## src/rtl/measure_pkg.sv

```systemverilog
// Shared measurement constants and converter state encoding.
// Imported by the cursor measurement path and the BCD readout.
package measure_pkg;

    localparam int MEAS_WIDTH  = 14;
    localparam int MEAS_DIGITS = 5;

    typedef enum logic {
        IDLE  = 1'b0,
        SHIFT = 1'b1
    } state_t;

endpackage

```

## src/rtl/bcd_add3.sv

```systemverilog
// Double-dabble digit correction.
// A digit of 5 or more gets +3 so that the next left shift carries into the next digit.
module bcd_add3 (
    input  logic [3:0] din,
    output logic [3:0] dout
);

    always_comb begin
        dout = din;
        if (din >= 4'd5)
            dout = din + 4'd3;
    end

endmodule

```

## src/rtl/measure_bcd.sv

```systemverilog
// Sequential binary-to-BCD converter for the measurement readout.
// Converts one bit per clock and publishes digits plus a leading-zero mask.
import measure_pkg::*;

module measure_bcd #(
    parameter int WIDTH  = MEAS_WIDTH,
    parameter int DIGITS = MEAS_DIGITS
) (
    input  logic                  clock,
    input  logic                  reset,
    input  logic [WIDTH-1:0]      num,
    input  logic                  start,
    output logic                  busy,
    output logic                  done,
    output logic [4*DIGITS-1:0]   bcd,
    output logic [DIGITS-1:0]     blank
);

    localparam int SW = 4 * DIGITS;
    localparam int CW = $clog2(WIDTH);
    localparam logic [DIGITS-1:0] BLANK0 = {{(DIGITS-1){1'b1}}, 1'b0};

    state_t          state;
    logic [SW-1:0]   scratch;
    logic [SW-1:0]   adj;
    logic [SW-1:0]   scratch_nx;
    logic [WIDTH-1:0] bin;
    logic [WIDTH-1:0] bin_nx;
    logic [CW-1:0]   count;
    logic [DIGITS-1:0] blank_nx;
    logic            lead;

    for (genvar g = 0; g < DIGITS; g++) begin : g_add3
        bcd_add3 u_add3 (
            .din  (scratch[4*g +: 4]),
            .dout (adj[4*g +: 4])
        );
    end

    assign {scratch_nx, bin_nx} = {adj, bin} << 1;

    // Digits stay blanked while everything above them is zero.
    always_comb begin
        lead     = 1'b1;
        blank_nx = '0;
        for (int i = DIGITS - 1; i >= 0; i--) begin
            if (scratch_nx[4*i +: 4] != 4'd0)
                lead = 1'b0;
            blank_nx[i] = lead;
        end
        blank_nx[0] = 1'b0;
    end

    always_ff @(posedge clock) begin
        if (reset) begin
            state   <= IDLE;
            scratch <= '0;
            bin     <= '0;
            count   <= '0;
            bcd     <= '0;
            blank   <= BLANK0;
            busy    <= 1'b0;
            done    <= 1'b0;
        end else begin
            done <= 1'b0;
            unique case (state)
                IDLE: begin
                    if (start) begin
                        bin     <= num;
                        scratch <= '0;
                        count   <= '0;
                        busy    <= 1'b1;
                        state   <= SHIFT;
                    end
                end
                SHIFT: begin
                    scratch <= scratch_nx;
                    bin     <= bin_nx;
                    count   <= count + CW'(1);
                    if (count == CW'(WIDTH - 1)) begin
                        bcd   <= scratch_nx;
                        blank <= blank_nx;
                        done  <= 1'b1;
                        busy  <= 1'b0;
                        state <= IDLE;
                    end
                end
            endcase
        end
    end

endmodule
```

## config.mk

```make
export PLATFORM = sky130hd
export DESIGN_NAME = measure_bcd
export DESIGN_NICKNAME = d
export VERILOG_FILES = /design/src/rtl/measure_pkg.sv /design/src/rtl/bcd_add3.sv /design/src/rtl/measure_bcd.sv
export SDC_FILE = /design/constraint.sdc
export NUM_CORES = 1
export LEC_CHECK = 0
export CORE_ASPECT_RATIO = 0.8
export CORE_MARGIN = 2
export CORE_UTILIZATION = 45
export DETAILED_ROUTE_END_ITERATION = 8
export PLACE_DENSITY = 0.67
export SLEW_MARGIN = 0
export SYNTH_ARGS = -nofsm -noshare
export SYNTH_HDL_FRONTEND = slang
export SYNTH_SLANG_ARGS = --single-unit
```

## constraint.sdc

```tcl
create_clock -name clock -period 2.95 [get_ports clock]
set_input_delay 0.59 -clock clock [delete_from_list [all_inputs] [get_ports clock]]
set_output_delay 0.59 -clock clock [all_outputs]
set_load 0.05 [all_outputs]
```

==> impl.org, run 1 <==
** Global route
- The number of antenna violations at the first check in global routing was 0.
- Summed over all layers, the global routing overflow is 0.
- The first global-routing pass estimated 10.8 mm of wire.
- Total routing usage reported by global routing :: between 10% and 20%
- Entering global routing, the biggest net connects just over 60 pins.
- The number of global-route vias before repair was 2387.

** Critical path
- For this run, the slowest stage of the critical path takes 810 ps.
- STA classifies the critical path startpoint as a register.
- STA classifies the critical path endpoint as a primary output.
- The critical path goes through clkdlybuf4s50_1.
- Tracing the worst setup path back leads to its startpoint at bcd[3].
- Category of the most critical setup path :: register to primary output
- Startpoint of the most critical register-to-register path :: scratch[13]
- Cell family with most CP delay :: buffers and inverters
- Master of the slowest instance on the critical path :: sky130_fd_sc_hd__clkdlybuf4s50_1
- For the worst setup path, the data required time is 2360 ps.
- For the worst setup path, the data arrival time is 1490 ps.
- Along the worst path, the maximum fanout reaches 2.
- Buffers plus inverters on the worst setup path :: 1

** Power and ir drop
- In this run the power density over the cells is 448 nW/um^2.
- For this design the total switching power over the nets is 390 uW.
- Relative contribution of combinational cells to total power :: 6.7%
- VDD sags by at most 0.000242 V.
- Leak Pwr :: 1.44 nW
- In this run, the clock network consumes 38.8% of the power.
- Switching power share of the total :: 23.3%
- Fraction of power consumed by sequential logic :: 54.5%
- Internal power comes to between 1 and 1.5 mW.

** Synth
- Count of flip-flops with a built-in enable after synthesis :: 0
- The netlist uses 35 different library cells.
- Post-synthesis cell count :: 378
- Adder-Cell Fraction of Synth Area :: between 4 and 5%
- Dividing the synthesized area by the synthesized cell count gives 8.22 sq um.
- Post-synthesis mux area share :: under 10%
- Syn nets :: roughly 410
- Sequential cell area fraction in the yosys report :: 41.9%
- After synthesis the netlist holds a flip-flop and latch count of 65.
- The synthesized netlist devotes between 20% and 30% of its cell area to simple gates.
- After synthesis, the largest family of logic cells by area is simple AND/OR/NAND/NOR gates.
- Counting flops with an async set or reset pin after synthesis yields a share of 0%.
- During synthesis, Yosys emitted a total of 0 warnings.
- Synthesized-area fraction occupied by xor and xnor cells :: 1.69%
- Synth Flop Type :: sky130_fd_sc_hd__dfxtp_1
- Summing the areas of all compound-gate instances in the mapped netlist gives roughly 15% of the synthesized area.
- The mapped netlist covers slightly above 3000 sq um.

** Status
- Run status :: completed

** STA
- Worst hold slack :: 456 ps
- Setup total negative slack on the finished layout was measured at 0 ps.
- Clk_skew :: 6.20 ps
- Least-Margin Pin Slew :: about 770 ps
- The worst path meets setup with slightly below 900 ps of slack.
- Dividing the final minimum period by the clock period gives 70.6%.
- Shortest period the worst path allows :: 2080 ps
- Max Transition Viols Final :: 0
- The hold violation count in the final report is 0.
- Maximum frequency from static timing analysis :: 480 MHz
- Setup repair after global routing left no endpoint under its margin.
- Measured against its own limit, the worst slew margin works out to about half.
- Final number of setup-violating endpoints :: 0

** Cells and area
- Antenna diode instance count :: 0
- Fraction of the core area covered by cells at the end of the flow :: 55.1%
- Area growth syn-to-layout :: 20.4%
- For this run, the post-layout net count is 443.
- The library cell used most frequently in the layout, excluding fill and tap cells, is sky130_fd_sc_hd__dfxtp_1.
- Share of post-route cells with drive strength above 1 :: 6.95%
- Commonest cells after routing, fill and taps aside :: sky130_fd_sc_hd__dfxtp_1, sky130_fd_sc_hd__nor2_1, sky130_fd_sc_hd__a21oi_1, sky130_fd_sc_hd__clkdlybuf4s50_1, sky130_fd_sc_hd__nand2_1

** CTS
- The clock passes through at most 2 buffers.
- Counting the buffers created by CTS gives 9.
- Clock sink count :: 65
- TritonCTS built the clock tree.
- The tree is rooted in a sky130_fd_sc_hd__clkbuf_8.
- In this run, post-CTS hold repair placed 0 buffers.
- Gates resized during post-CTS repair numbered 0.
- Clock insertion delay at the later pin of the skew report :: 340 ps
- The H-tree was split into 3 levels.
- After clock tree synthesis, the clock-pin slew on the worst setup and hold paths is 70 ps.
- Post-CTS setup buffer count :: 0

** Routing
- After detailed routing, the total wire length is 6.21 mm.
- Final routed wire length divided by cell count :: 12.3 um
- Post-route ant nets :: 0
- Number of optimization iterations in the first detailed-route pass :: 4
- In the routed design, unresolved DRC markers number 0.
- Vias/cell :: 5.08
- The routed layout has 2562 vias.
- After the first detailed-routing iteration, the DRC count stood at 106.

** Placement
- Detailed placement finished with a half-perimeter wire length of 4.24 mm.
- I/O Buffers :: 42
- Prior to clock tree synthesis, the placed netlist has a worst setup slack of 716 ps.
- At the end of routability-driven placement, the weighted congestion stood at 0.762.

** Floorplanning
- Area of the die :: 7590 sq um
- Placeable core area :: 6790 sq um
- Effective utilization at floorplan :: 45.7%
- Total I/O pin count :: 44
- DIE WIDTH :: 96.9 um
- Die height :: 78.3 um
- Row count :: 27

** Run
- Max-cap violations :: 0

** Hold path
- Hold path startpoint :: bcd[14]
- The tightest min-delay check is of the register to register type.
==> sequential cells by signal, indices dropped and copies added (netlist names) <==
name,count
bcd,20
done,1
bin,14
scratch,20
blank,4
count,4
busy,1
state,1
==> worst min-delay path: stages, from the launching register on <==
cell	delay, ps
sky130_fd_sc_hd__dfxtp_1	310
sky130_fd_sc_hd__nand2_1	50
sky130_fd_sc_hd__a21oi_1	50
==> routing by layer <==
layer  routed length (um)  global-route usage [%]  up-vias
li1                     -                       -     1348
met5                    0                       0        -
met1                 3120                    23.0     1165
met2                 2770                    27.8       43
met3                  256                    6.50        6
met4                   57                    4.23        0
==> power groups by stage <==
stage               Combinational, mW  Clock, mW  Sequential, mW
floorplan                      0.0842          0           0.924
global placement                0.110          0           0.932
detailed placement              0.113          0           0.933
CTS                             0.113      0.679           0.913
global route                    0.125      0.719           0.915
finish                          0.112      0.651           0.914
==> stage by stage <==
stage	cells	cell area (sq um)	power [mW]
2_1_floorplan	378	3110	1.01
3_3_place_gp	490	3580	1.04
3_5_place_dp	490	3580	1.05
4_1_cts	504	3740	1.71
5_1_grt	504	3740	1.76
6_report	504	3740	1.68
==> area by class of cell <==
type / count / area [sq um]
Inverter: 12 / 45.0
Timing Repair Buffer: 49 / 468
Clock buffer: 14 / 163
Multi-Input combinational cell: 277 / 1650
Tap cell: 87 / 109
Sequential cell: 65 / 1300
Fill cell: 677 / 3050
==> worst paths after layout <==
path	endpoint	slack (ps)	cells after the start
worst max-delay path	bcd[3]	870	1
worst min-delay path	bcd[14]	460	2
worst max register to register	blank[1]	1070	7
worst min register to register	bcd[14]	460	2
==> synth_stat cells (3+ instances only) <==
library cell	n	share of area, %
sky130_fd_sc_hd__nand3_1	8	1.3
sky130_fd_sc_hd__xnor2_1	6	1.7
sky130_fd_sc_hd__a21oi_1	57	9.2
sky130_fd_sc_hd__mux2i_1	24	7.7
sky130_fd_sc_hd__nor3_1	8	1.3
sky130_fd_sc_hd__o21ai_0	9	1.5
sky130_fd_sc_hd__a211oi_1	7	1.7
sky130_fd_sc_hd__dfxtp_1	65	42
sky130_fd_sc_hd__nand2_1	36	4.4
sky130_fd_sc_hd__nor2_1	59	7.1
sky130_fd_sc_hd__buf_2	10	1.6
sky130_fd_sc_hd__nor3b_1	16	3.9
sky130_fd_sc_hd__clkbuf_1	10	1.2
sky130_fd_sc_hd__nand2b_1	11	2.2
sky130_fd_sc_hd__ha_1	12	4.8
sky130_fd_sc_hd__inv_1	12	1.5
sky130_fd_sc_hd__buf_1	3	0.36
==> kinds of logic after synthesis <==
kind of cell	count (synthesis)
xor+xnor	6
simple gates	149
compound gates	83
mux	26
fa+ha+maj	12
flops	65
buf+inv	36
other cells	1
(Power assumes the default switching activity.)
==> run 2, diff against run 1 <==
Clock period 2.95 ns to 2 ns, I/O delays scaled along.
==> impl.org, run 2 (synthesized netlist as in run 1, its figures left out) <==
** Cells and area
- Post-route cell area :: 3800 sq um (+1.6%)
- The library cell used most frequently in the layout, excluding fill and tap cells, is sky130_fd_sc_hd__dfxtp_1.
- Commonest cells after routing, fill and taps aside :: sky130_fd_sc_hd__dfxtp_1, sky130_fd_sc_hd__nor2_1, sky130_fd_sc_hd__a21oi_1, sky130_fd_sc_hd__clkdlybuf4s50_1, sky130_fd_sc_hd__nand2_1
- Share of post-route cells with drive strength above 1 :: 8.08% (+1.1 points)
- Area growth syn-to-layout :: 22.3%
- The largest registers in the layout are bcd x20, scratch x20, bin x14.
- Antenna diode instance count :: 0 (unchanged)
- Fraction of the core area covered by cells at the end of the flow :: 55.9% (+0.87 points)
- Number of nets in the finished design :: 447 (+0.90%)

** Critical path
- Among cell families on the critical path, the largest total delay comes from buffers and inverters.
- The depth of the most critical reg-to-reg path came to 7 (unchanged).
- Buffers plus inverters on the worst setup path :: 1 (unchanged)
- CP Data Required Time :: 1600 ps (-760 ps)
- Category of the most critical setup path :: register to primary output
- Critical Path Fanout Max :: 2 (unchanged)
- For this design, the slowest cell found on the critical path is sky130_fd_sc_hd__clkdlybuf4s50_1.
- Worst EP arrival :: 1490 ps (about the same)
- Largest incremental delay on the critical path :: 810 ps (about the same)
- The internal reg-to-reg setup slack came to 180 ps (-890 ps).
- Walking the worst path, the cells encountered are clkdlybuf4s50_1.
- Crit start category :: register
- The worst register-to-register path begins at scratch[16].
- The worst register-to-register path ends at blank[1].
- Setup crit end kind :: primary output

** Power and ir drop
- Relative contribution of combinational cells to total power :: 7.2% (+0.5 points)
- Total power :: 2.49 mW (+48%)
- Fraction of power consumed by sequential logic :: 53.9% (-0.6 points)
- Leak Pwr :: 1.46 nW (+1.5%)
- Portion of total power attributed to the clock network :: 38.9% (about the same)
- Cell-internal power :: 1.91 mW (+48%)
- Power dissipated by switching net loads :: 581 uW (+49%)
- The highest ir drop seen on vdd is 0.000298 V (+23%).
- The power density over the cells came to 655 nW/um^2 (+46%).
- Switching power share of the total :: 23.4% (+0.096 points)

** STA
- Setup repair after global routing left no endpoint under its margin.
- Final total negative setup slack :: 0 ps (unchanged)
- Subtracting the final worst setup slack from the clock period gives between 1500 and 2000 ps.
- In the finished design, the share of the clock period the worst path needs comes to 94.4%.
- The maximum clock skew at final layout is 6.49 ps (+0.293 ps).
- The hold violation count in the final report was 0 (unchanged).
- Least-Margin Pin Slew :: 501 ps (-272 ps)
- Max transition margin :: 66.5% (+18 points)
- Max Transition Viols Final :: 0 (unchanged)
- Maximum frequency from static timing analysis :: 529 MHz
- The total setup violations reported at the end of the flow was 0 (unchanged).

** Routing
- DRT Wirelength :: 6.28 mm (+1.2%)
- The starting DRC count in detailed routing is 109 (+2.8%).
- The remaining design rule violation count is 0 (unchanged).
- The number of vias in the routed layout is 2570 (+0.31%).
- Final routed wire length divided by cell count :: 12.4 um (+0.38%)
- Post-route ant nets :: 0 (unchanged)
- Vias/cell :: 5.06 (-0.48%)
- The detailed-router iteration count before antenna repair is 4 (unchanged).

** Floorplanning
- Effective utilization at floorplan :: 45.7% (unchanged)
- Placeable core area :: 6790 sq um (unchanged)
- Area of the die :: 7590 sq um (unchanged)
- The I/O pin count was 44 (unchanged).
- DIE WIDTH :: 96.9 um (unchanged)
- Row count :: 27 (unchanged)
- The die boundary height came to 78.3 um (unchanged).

** Hold path
- Hold Path Sink :: blank[3]
- Hold path startpoint :: reset
- Hold/Removal Path Class :: input pin to register
- Hold path cells :: 3 (+1)

** CTS
- Clock tree root driver cell :: sky130_fd_sc_hd__clkbuf_8
- Deepest clock path buffer count :: 2 (unchanged)
- Inserted Clock Buffers :: 9 (unchanged)
- Clock sink count :: 65 (unchanged)
- Register clock-pin slew on the reported worst setup and hold paths :: 60 ps (about the same)
- TritonCTS built the clock tree.
- The number of levels the H-tree was split into came to 3 (unchanged).
- Clock insertion delay at the later pin of the skew report :: 340 ps (about the same)

** Global route
- The number of global-route vias before repair was 2392 (+0.21%).
- The residual overflow from global routing came to 0 (unchanged).
- Number of antenna violations at the first check in global routing :: 0 (unchanged)
- Wire length of the first global-routing pass :: 10.7 mm (-0.95%)
- The overall routing resource usage is 17.5% (-0.12 points).
- The pin count of the biggest net entering global routing came to 54 (-11%).

** Placement
- The total cell area at the placement stage is 3630 sq um (+1.5%).
- I/O Buffers :: 42 (unchanged)
- The final weighted congestion of routability-driven global placement came to 0.804 (+5.6%).
- DPL Wire Length :: 4.37 mm (+3.0%)

** Status
- The run finished with clean final reports.

** Run
- The number of violations of the max-capacitance limit was 0 (unchanged).
==> run 2: cell types whose count changed in the layout (fill, tap and decap cells not counted) <==
| cell | change |
|---|---|
| sky130_fd_sc_hd__mux2i_2 | +1 |
| sky130_fd_sc_hd__buf_4 | +2 |
| sky130_fd_sc_hd__buf_12 | +2 |
| sky130_fd_sc_hd__mux2i_1 | -1 |
==> run 2: timing repair <==
item	4_1_cts	5_1_grt
setup endpoints to repair	0	1
buffers inserted	0	0
gates resized for setup	0	1
hold buffers	0	0
==> run 2: layer usage <==
metal,global-route usage (%),wire (um)
met5,0,0
met4,5.92,80
met3,5.79,239
met2,28.3,2780
met1,22.0,3180
==> run 2: how the worst max path moves through the flow <==
stage	from	end	slack, ps	cells past startpoint
6_report	bcd[3]	bcd[3]	110	1
3_5_place_dp	scratch[16]	blank[1]	170	7
5_1_grt	bcd[16]	bcd[16]	50	1
4_1_cts	bcd[3]	bcd[3]	80	1
3_3_place_gp	start	scratch[19]	250	4
2_1_floorplan	scratch[13]	blank[1]	300	7
==> run 2: power groups by stage <==
stage | Combinational [mW] | Sequential (mW) | Clock (mW)
finish | 0.180 | 1.34 | 0.966
detailed placement | 0.182 | 1.37 | 0
floorplan | 0.124 | 1.36 | 0
CTS | 0.182 | 1.34 | 0.995
global route | 0.201 | 1.34 | 1.05
global placement | 0.179 | 1.37 | 0
==> run 2: layout make-up <==
| class | count | area (sq um) |
|---|---|---|
| tap | 87 | 109 |
| timing repair buffer | 53 | 523 |
| clock buffer | 14 | 163 |
| fill | 630 | 2990 |
| inverter | 12 | 45.0 |
| multi-input combinational | 277 | 1660 |
| sequential | 65 | 1300 |
==> run 2: per-stage QoR <==
step	hold WS (ps)	worst slack, ps	std cells
6_report	309	111	508
3_3_place_gp	442	252	494
4_1_cts	300	82.9	508
5_1_grt	309	52.8	508
2_1_floorplan	445	302	378
3_5_place_dp	449	165	494
